File: config.mk
export PLATFORM = sky130hd
export DESIGN_NAME = dsp_mac_sequencer
export DESIGN_NICKNAME = d
export VERILOG_FILES = /design/src/rtl/dsp_ctrl_pkg.sv /design/src/rtl/dsp_tag_pipe.sv /design/src/rtl/dsp_mac_sequencer.sv
export SDC_FILE = /design/constraint.sdc
export NUM_CORES = 1
export LEC_CHECK = 0
export BUFFER_PORTS_ARGS = -buffer_cell sky130_fd_sc_hd__buf_2
export CAP_MARGIN = 20
export CORE_MARGIN = 10
export CORE_UTILIZATION = 53
export CTS_CLUSTER_DIAMETER = 100
export CTS_CLUSTER_SIZE = 24
export DETAILED_ROUTE_END_ITERATION = 12
export GPL_TIMING_DRIVEN = 0
export PLACE_DENSITY = 0.86
export SETUP_SLACK_MARGIN = 0.2
export SLEW_MARGIN = 10
export SYNTH_ARGS = -nofsm -noshare
export SYNTH_HDL_FRONTEND = slang
export SYNTH_SLANG_ARGS = --single-unit
File: constraint.sdc
create_clock -name i_clk -period 5.75 [get_ports i_clk]
set_input_delay 0.575 -clock i_clk [delete_from_list [all_inputs] [get_ports i_clk]]
set_output_delay 0.575 -clock i_clk [all_outputs]
set_load 0.03 [all_outputs]
File: src/rtl/dsp_ctrl_pkg.sv
// ----------------------------------------------------------------------------
// dsp_ctrl_pkg
// Shared definitions for the DSP-slice MAC sequencer:
//   - OPMODE encodings driven onto the slice post-adder
//   - controller state enum
//   - per-cycle tag carried alongside the slice data pipeline
// ----------------------------------------------------------------------------
package dsp_ctrl_pkg;

    // Z=0, X=M, add: the first product of a job overwrites P.
    localparam logic [7:0] OPMODE_LOAD_M = 8'h01;
    // Z=P, X=M, add: later products (and zero bubbles) accumulate into P.
    localparam logic [7:0] OPMODE_ACC_M  = 8'h09;

    typedef enum logic [1:0] {
        ST_IDLE  = 2'd0,
        ST_RUN   = 2'd1,
        ST_DRAIN = 2'd2,
        ST_DONE  = 2'd3
    } state_t;

    // v: a real operand pair entered the slice this cycle (0 = bubble)
    typedef struct packed {
        logic v;
        logic first;
        logic last;
    } tag_t;

    // Only a valid first-of-job tag loads P; everything else accumulates.
    function automatic logic [7:0] opmode_for(input tag_t t);
        return (t.v && t.first) ? OPMODE_LOAD_M : OPMODE_ACC_M;
    endfunction

endpackage

File: src/rtl/dsp_tag_pipe.sv
// ----------------------------------------------------------------------------
// dsp_tag_pipe
// LAT-deep shift register of tags that tracks the DSP slice data pipeline.
// It advances only when the slice clock enable is high, so tags stay aligned
// with the A0/A1/M/P stages they describe.
// Ports:
//   i_clk, i_rst    clock, asynchronous active-high reset
//   i_ce            shift enable (same as slice CE)
//   i_clr           synchronous clear of every stage
//   i_tag           tag entering the pipe this cycle
//   o_tap_lm1       tag delayed LAT-1 cycles (lines up with the P update)
//   o_tap_lat       tag delayed LAT cycles (lines up with the new P value)
// ----------------------------------------------------------------------------
module dsp_tag_pipe
    import dsp_ctrl_pkg::*;
#(
    parameter int LAT = 4
) (
    input  logic i_clk,
    input  logic i_rst,
    input  logic i_ce,
    input  logic i_clr,
    input  tag_t i_tag,
    output tag_t o_tap_lm1,
    output tag_t o_tap_lat
);

    // w_chain[k] is the tag delayed by k cycles; w_chain[0] is the input.
    tag_t [LAT:0] w_chain;

    assign w_chain[0] = i_tag;

    generate
        for (genvar gi = 0; gi < LAT; gi++) begin : g_stage
            tag_t r_q;

            always_ff @(posedge i_clk or posedge i_rst) begin
                if (i_rst) begin
                    r_q <= '0;
                end else if (i_clr) begin
                    r_q <= '0;
                end else if (i_ce) begin
                    r_q <= w_chain[gi];
                end
            end

            assign w_chain[gi+1] = r_q;
        end
    endgenerate

    assign o_tap_lm1 = w_chain[LAT-1];
    assign o_tap_lat = w_chain[LAT];

endmodule

File: src/rtl/dsp_mac_sequencer.sv
// ----------------------------------------------------------------------------
// dsp_mac_sequencer
// Job-level controller that runs one DSP48-style slice (A0, A1/B1, M, P) as a
// multiply-accumulate engine. A job of i_len operand pairs is streamed into
// the slice; the first product loads P, the rest accumulate, and the final P
// is presented on o_result with a valid/ready handshake.
// Ports:
//   i_clk, i_rst                 clock, asynchronous active-high reset
//   i_start, i_len               job request and pair count (sampled in IDLE)
//   i_abort                      synchronous job cancel
//   o_busy                       high whenever not IDLE
//   i_in_valid, o_in_ready       operand-pair handshake
//   i_in_a, i_in_b               operand pair
//   o_dsp_a, o_dsp_b             slice A/B inputs (zero on bubbles)
//   o_dsp_opmode                 slice OPMODE
//   o_dsp_ce, o_dsp_rstp         slice clock enable (all stages) and P reset
//   i_dsp_p                      slice P output
//   o_result, o_result_valid,
//   i_result_ready               result handshake
// ----------------------------------------------------------------------------
module dsp_mac_sequencer
    import dsp_ctrl_pkg::*;
#(
    parameter int LAT   = 4,
    parameter int LEN_W = 16
) (
    input  logic             i_clk,
    input  logic             i_rst,
    input  logic             i_start,
    input  logic [LEN_W-1:0] i_len,
    input  logic             i_abort,
    output logic             o_busy,
    input  logic             i_in_valid,
    output logic             o_in_ready,
    input  logic [17:0]      i_in_a,
    input  logic [17:0]      i_in_b,
    output logic [17:0]      o_dsp_a,
    output logic [17:0]      o_dsp_b,
    output logic [7:0]       o_dsp_opmode,
    output logic             o_dsp_ce,
    output logic             o_dsp_rstp,
    input  logic [47:0]      i_dsp_p,
    output logic [47:0]      o_result,
    output logic             o_result_valid,
    input  logic             i_result_ready
);

    localparam logic [LEN_W-1:0] LEN_ONE = LEN_W'(1);

    state_t           r_state;
    state_t           w_state_next;
    logic [LEN_W-1:0] r_len;
    logic [LEN_W-1:0] r_issued;
    logic [47:0]      r_result;
    logic             r_result_valid;
    logic             r_dsp_rstp;

    logic w_abort;
    logic w_launch;
    logic w_in_ready;
    logic w_xfer;
    logic w_last;
    logic w_capture;
    logic w_ce;
    tag_t w_tag_in;
    tag_t w_tap_lm1;
    tag_t w_tap_lat;

    // ABORT has no effect in IDLE, but still suppresses a START there.
    assign w_abort    = i_abort && (r_state != ST_IDLE);
    assign w_launch   = (r_state == ST_IDLE) && i_start && !i_abort;
    assign w_in_ready = (r_state == ST_RUN) && (r_issued < r_len);
    assign w_xfer     = w_in_ready && i_in_valid;
    // issued < len guarantees issued+1 cannot wrap, even for len = 2^LEN_W-1.
    assign w_last     = w_xfer && ((r_issued + LEN_ONE) == r_len);
    assign w_ce       = (r_state == ST_RUN) || (r_state == ST_DRAIN);
    // The last product is visible on P exactly when its tag reaches depth LAT.
    assign w_capture  = (r_state == ST_DRAIN) && w_tap_lat.v && w_tap_lat.last;

    assign w_tag_in = '{v: w_xfer, first: w_xfer && (r_issued == '0), last: w_last};

    dsp_tag_pipe #(
        .LAT (LAT)
    ) u_tag_pipe (
        .i_clk     (i_clk),
        .i_rst     (i_rst),
        .i_ce      (w_ce),
        .i_clr     (w_abort),
        .i_tag     (w_tag_in),
        .o_tap_lm1 (w_tap_lm1),
        .o_tap_lat (w_tap_lat)
    );

    always_comb begin
        w_state_next = r_state;
        case (r_state)
            ST_IDLE:  if (w_launch) w_state_next = (i_len == '0) ? ST_DONE : ST_RUN;
            ST_RUN:   if (w_last) w_state_next = ST_DRAIN;
            ST_DRAIN: if (w_capture) w_state_next = ST_DONE;
            ST_DONE:  if (r_result_valid && i_result_ready) w_state_next = ST_IDLE;
            default:  w_state_next = ST_IDLE;
        endcase
        if (w_abort) begin
            w_state_next = ST_IDLE;
        end
    end

    always_ff @(posedge i_clk or posedge i_rst) begin
        if (i_rst) begin
            r_state        <= ST_IDLE;
            r_len          <= '0;
            r_issued       <= '0;
            r_result       <= '0;
            r_result_valid <= 1'b0;
            r_dsp_rstp     <= 1'b0;
        end else begin
            r_state    <= w_state_next;
            r_dsp_rstp <= w_abort;

            if (w_launch) begin
                r_len    <= i_len;
                r_issued <= '0;
            end else if (w_xfer) begin
                r_issued <= r_issued + LEN_ONE;
            end

            if (w_launch && (i_len == '0)) begin
                r_result <= '0;
            end else if (w_capture && !w_abort) begin
                r_result <= i_dsp_p;
            end

            // Valid rises on capture; an empty job enters DONE with valid low
            // and raises it one cycle later. It falls on the handshake.
            if (w_abort) begin
                r_result_valid <= 1'b0;
            end else if (w_capture) begin
                r_result_valid <= 1'b1;
            end else if (r_state == ST_DONE) begin
                r_result_valid <= !(r_result_valid && i_result_ready);
            end
        end
    end

    assign o_busy         = (r_state != ST_IDLE);
    assign o_in_ready     = w_in_ready;
    assign o_dsp_a        = w_xfer ? i_in_a : '0;
    assign o_dsp_b        = w_xfer ? i_in_b : '0;
    assign o_dsp_opmode   = opmode_for(w_tap_lm1);
    assign o_dsp_ce       = w_ce;
    assign o_dsp_rstp     = r_dsp_rstp;
    assign o_result       = r_result;
    assign o_result_valid = r_result_valid;

endmodule

; Word-level counts from Yosys, hierarchy flattened
; Cells that the tools add are included.
[totals]
out_inout_bits = 97
reg_bits = 95
[op_classes]
n_addsub = 1
n_reduce_logical = 26
n_lt_le_gt_ge = 1
muxes = 25
eq_ne = 8
[ops]
columns = operator, count
row1 = $mux W48, 2
row2 = $mux W18, 2
row3 = $logic_not A16 Y1, 2
row4 = $mux W16, 2
row5 = $mux W3, 8
row6 = $add A16 B1 Y16 const B, 1
row7 = $eq A16 B16 Y1, 1
row8 = $lt A16 B16 Y1, 1
row9 = $logic_and A1 B1 Y1, 13
row10 = $mux W2, 6
row11 = $ne A3 B3 Y1 const B, 4
row12 = $pmux W2 S4, 1
row13 = $reduce_bool A2 Y1, 4
row14 = $eq A2 B2 Y1 const B, 2
row15 = $mux W4, 1
row16 = $reduce_and A4 Y1, 1
row17 = $logic_not A1 Y1, 3
row18 = $mux W1, 3
row19 = $reduce_bool A3 Y1, 1
row20 = $eq A2 B1 Y1 const B, 1
row21 = $logic_not A2 Y1, 1
row22 = $logic_or A1 B1 Y1, 1

; Depth between registers and ports, before layout
[depth]
ltp_word = 7
ltp_mapped = 12
ltp_nobuf = 10

; Cells and area by module
; A second synthesis with hierarchy kept.
[hier_totals]
hier_cells = 611
hier_area_um2 = 5317.6
[modules_own_cells]
columns = module, instances, seq_area_each_um2, area_per_inst_um2, cells_each
row1 = dsp_mac_sequencer, 1, 2102.0, 4833.4, 572
row2 = dsp_tag_pipe, 1, 300.3, 484.2, 39

; Least setup slack after synthesis
; No wires, ideal clock.
[synth_path]
path_kind = register to output
from = reg r_issued[1]
to = out o_dsp_b[10]
n_path_buf = 2
stages_incl_launch_ff = 9
t_arrival_ps = 2474
required_time_ps = 5175
path_slack_ps = 2701
path_cell_list = dfrtp_1 -> ha_1 -> nor2b_1 -> o211ai_1 -> a21oi_1 -> nor4_1 -> clkbuf_1 -> clkbuf_1 -> and3_1
[synth_via]
elab_chain_len = 4
[synth_rtl]
columns = item, line
row1 = start: declaration, dsp_mac_sequencer.sv:53  ; logic [LEN_W-1:0] r_issued;
row2 = start signal: assignment, dsp_mac_sequencer.sv:124  ; r_issued <= r_issued + LEN_ONE;
row3 = $lt A16 B16 Y1, dsp_mac_sequencer.sv:72  ; assign w_in_ready = (r_state == ST_RUN) && (r_issued < r_len);
row4 = $logic_and A1 B1 Y1, dsp_mac_sequencer.sv:72
row5 = via o_in_ready, dsp_mac_sequencer.sv:34  ; output logic o_in_ready,
row6 = $logic_and A1 B1 Y1, dsp_mac_sequencer.sv:73  ; assign w_xfer = w_in_ready && i_in_valid;
row7 = $mux W18, dsp_mac_sequencer.sv:148  ; assign o_dsp_b = w_xfer ? i_in_b : '0;
row8 = end: declaration, dsp_mac_sequencer.sv:38  ; output logic [17:0] o_dsp_b,
; The timed path passes the listed nets, and every way through them passes these cells.

; Final worst setup path
[layout_path]
from = reg r_issued[13]
to = out o_dsp_a[6]
[layout_via]
elab_chain_len = 4
[layout_rtl]
columns = item, line
row1 = $lt A16 B16 Y1, dsp_mac_sequencer.sv:72
row2 = $logic_and A1 B1 Y1, dsp_mac_sequencer.sv:72
row3 = $logic_and A1 B1 Y1, dsp_mac_sequencer.sv:73
row4 = $mux W18, dsp_mac_sequencer.sv:147  ; assign o_dsp_a = w_xfer ? i_in_a : '0;
row5 = end: declaration, dsp_mac_sequencer.sv:37  ; output logic [17:0] o_dsp_a,
; No other way between the ends.

==> impl_metrics.py <==
metrics = {
    "run_status": {
        "status": "completed",
    },
    "clocking": {
        "post-cts-setup-buffers": 0,
        "path_clk_slew_ps": 100,
        "ctsResizeCount": 0,
        "htreeDepth": 3,
        "clk_path_buf_depth": 2,
        "cts_tree": "done",
        "cts_hold_buf": 0,
        "cts_buffers": 9,
        "clk_latency_ps": 370,
        "cts_sinks": 95,
        "cts_root_buffer": "clkbuf_8",
    },
    "timing": {
        "hold_viol": 0,
        "slew_headroom_pct": 53.33,
        "rsz0062_at_grt": "no",
        "fin_setup_tns_ps": 0,
        "worstMarginPinSlew_ps": 700.1,
        "slew_viol_final": 0,
        "fmax_mhz": 260.2,
        "finClkSkew_ps": 10.15,
        "hold_slack_ps": 258.9,
        "fin_crit_ps": 3843,
        "min_period_over_period_pct": 66.83,
        "setup_viol": 0,
    },
    "cells_and_area": {
        "fin_nets": 942,
        "fillers": 781,
        "area_delta_synth_final_pct": 26.31,
        "drive_above_1_share_pct": 28.73,
        "antennaDiodeCount": 0,
    },
    "floorplanning": {
        "rows": 36,
        "die_width_um": 119.4,
        "die_h_um": 119.4,
        "io_pins": 203,
        "dieArea_um2": 14270,
        "start_util_pct": 54.12,
        "core-area_um2": 9684,
    },
    "yosys": {
        "ys_seq_elements": 95,
        "syn_area_per_cell_um2": 8.706,
        "synth.distinct_cells": 48,
        "async_flop_share_pct": 100.0,
        "synth-edff-count": 0,
        "ys.flop_type": "dfrtp_1",
        "netlist_area_um2": 5241,
        "yosysWarnings": 0,
        "syn_inst": 602,
        "ys_seq_area_share_pct": 45.36,
    },
    "routing": {
        "finalWirelength_um": 15800,
        "dr.max_layer_used": "met4",
        "drt_pass1_iterations": 5,
        "wl_per_cell_um": 16.61,
        "vias": 5008,
        "drc_errors": 0,
        "wl_met3_um": 1941,
        "drt-initial-drc-count": 271,
        "wl_met1_um": 5790,
        "antenna_left": 0,
        "via_per_inst": 5.266,
        "wl_met2_um": 7644,
    },
    "setup_path": {
        "reg2reg_slack_ps": 2410,
        "crit_arrival_ps": 3270,
        "cp-start-kind": "flop",
        "path_class": "flop to output pin",
        "end_kind": "output pin",
        "worstPathRequired_ps": 5180,
        "path_max_fanout": 10,
        "r2r_cells": 11,
    },
    "global_route": {
        "grt_pass1_wl_um": 25540,
        "grt_remaining_overflow": 0,
        "track_usage_pct": 21.66,
        "grt_max_degree": 51,
        "grt_pass1_vias": 5297,
        "antenna_found_initial": 0,
    },
    "hold_path": {
        "hold_path_class": "primary input to async pin",
    },
    "pwr": {
        "ir_drop_mv": 0.2432,
        "p_leak_nw": 3.560,
        "power_density_nw_per_um2": 353.4,
    },
    "placed_design": {
        "portBuffers": 195,
        "dp_hpwl_um": 12550,
        "gp_congestion": 0.9613,
    },
    "flow_run": {
        "maxCapViolations": 0,
    },
}
[metrics by stage]
step | area (um^2) | util, % | cells | total power, mW | setup WS (ps)
3_5_place_dp | 6432 | 66.42 | 936 | 1.906 | 2393
6_report | 6620 | 68.36 | 951 | 2.340 | 1907
3_3_place_gp | 6402 | 66.11 | 935 | 1.855 | 1697
5_1_grt | 6620 | 68.36 | 951 | 2.483 | 1674
2_1_floorplan | 5260 | - | 607 | 1.604 | 2698
4_1_cts | 6620 | 68.36 | 951 | 2.342 | 1967
[synthesized netlist by cell type (2+ instances only)]
| master | instances | area, um^2 |
|---|---|---|
| a211oi_1 | 4 | 30.03 |
| a21oi_1 | 64 | 320.3 |
| and2_1 | 3 | 18.77 |
| o21ai_1 | 2 | 10.01 |
| and4_4 | 2 | 22.52 |
| buf_2 | 2 | 10.01 |
| buf_6 | 4 | 45.04 |
| conb_1 | 2 | 7.510 |
| or3_1 | 2 | 12.51 |
| and3_1 | 37 | 231.5 |
| nor2b_1 | 5 | 31.28 |
| inv_1 | 23 | 86.33 |
| nor4_1 | 9 | 56.30 |
| buf_4 | 9 | 67.56 |
| buf_1 | 3 | 11.26 |
| ha_1 | 22 | 275.3 |
| o21ai_0 | 20 | 100.1 |
| nand2b_1 | 2 | 12.51 |
| nor3_1 | 5 | 25.02 |
| nor3b_1 | 3 | 22.52 |
| xnor2_1 | 14 | 122.6 |
| a21o_1 | 2 | 15.01 |
| mux2i_1 | 11 | 110.1 |
| dfrtp_1 | 95 | 2377 |
| nand2_1 | 131 | 491.7 |
| clkbuf_1 | 30 | 112.6 |
| nand3_1 | 13 | 65.06 |
| nand4_1 | 10 | 62.56 |
| nor2_1 | 34 | 127.6 |
| xor2_1 | 21 | 183.9 |
[critical path, cell delays in order (launching register included)]
cell and delay (ps):
dfrtp_1 490, ha_1 350, nand4_1 230, or3_1 160
a21oi_1 50, nor4_1 520, clkbuf_1 340, clkbuf_1 300
and3_1 240, buf_2 210
[logic make-up (layout without fill, tap and decap cells)]
family / Yosys count / count (layout) / share of synthesized area (%)
flip-flops: 95 / 95 / 45.36
other: 2 / 7 / 0.1433
adder cells (fa/ha/maj): 22 / 22 / 5.252
multiplexers: 11 / 11 / 2.101
buffers and inverters: 71 / 282 / 6.350
XOR/XNOR: 35 / 35 / 5.849
AND/OR/NAND/NOR: 263 / 263 / 23.80
AO/OA/AOI/OAI: 103 / 103 / 11.15
[routing by layer]
layer	vias to the layer above	track usage (%)
li1	2430	-
met2	229	37.21
met5	-	0
met4	0	9.201
met3	34	9.211
met1	2315	22.80
[cell usage in the layout (no fill, tap or decap), types with 7 or more instances in the layout]
cell	count
nand4_1	10
nor4_1	9
conb_1	7
ha_1	22
buf_4	9
mux2i_1	11
clkbuf_8	9
o21ai_0	20
clkbuf_1	31
inv_1	22
nor2_1	34
xor2_1	21
buf_2	197
xnor2_1	14
a21oi_1	64
dfrtp_1	95
nand2_1	131
and3_1	37
nand3_1	13
[report_power, final]
| group | leakage (nW) | total (mW) | switching (mW) | internal [mW] |
|---|---|---|---|---|
| registers | 1.24 | 0.891 | 0.0963 | 0.795 |
| logic | 2.23 | 1.01 | 0.641 | 0.365 |
| clock network | 0.0923 | 0.443 | 0.243 | 0.200 |
[flip-flops by register name, summed over array words and instances, names as in the netlist]
register / count
o_result_valid: 1
o_result: 48
r_issued: 16
r_len: 16
u_tag_pipe.g_stage.r_q: 6
u_tag_pipe.o_tap_lat: 2
r_state: 2
u_tag_pipe.o_tap_lm1: 3
o_dsp_rstp: 1
[path summary, 6_finish.rpt]
kind                              start      endpoint
setup / recovery           r_issued[13]    o_dsp_a[6]
hold / removal                    i_rst   o_result[7]
setup reg to reg           r_issued[13]  r_issued[11]
hold reg to reg                r_len[0]      r_len[0]
max in group asynchronous         i_rst     r_len[11]
min in group i_clk             i_len[9]      r_len[9]
[final cells by class]
type / instances / area (um^2) / share of cell area (%)
timing repair buffer: 196 / 1003 / 15.16
tap: 133 / 166.4 / 2.514
clock inverter: 5 / 60.06 / 0.9072
sequential: 95 / 2377 / 35.91
clock buffer: 10 / 127.6 / 1.928
inverter: 23 / 88.84 / 1.342
buffer: 48 / 246.5 / 3.723
multi-input combinational: 441 / 2550 / 38.52
Note: power is estimated with default switching activity, not from simulation.
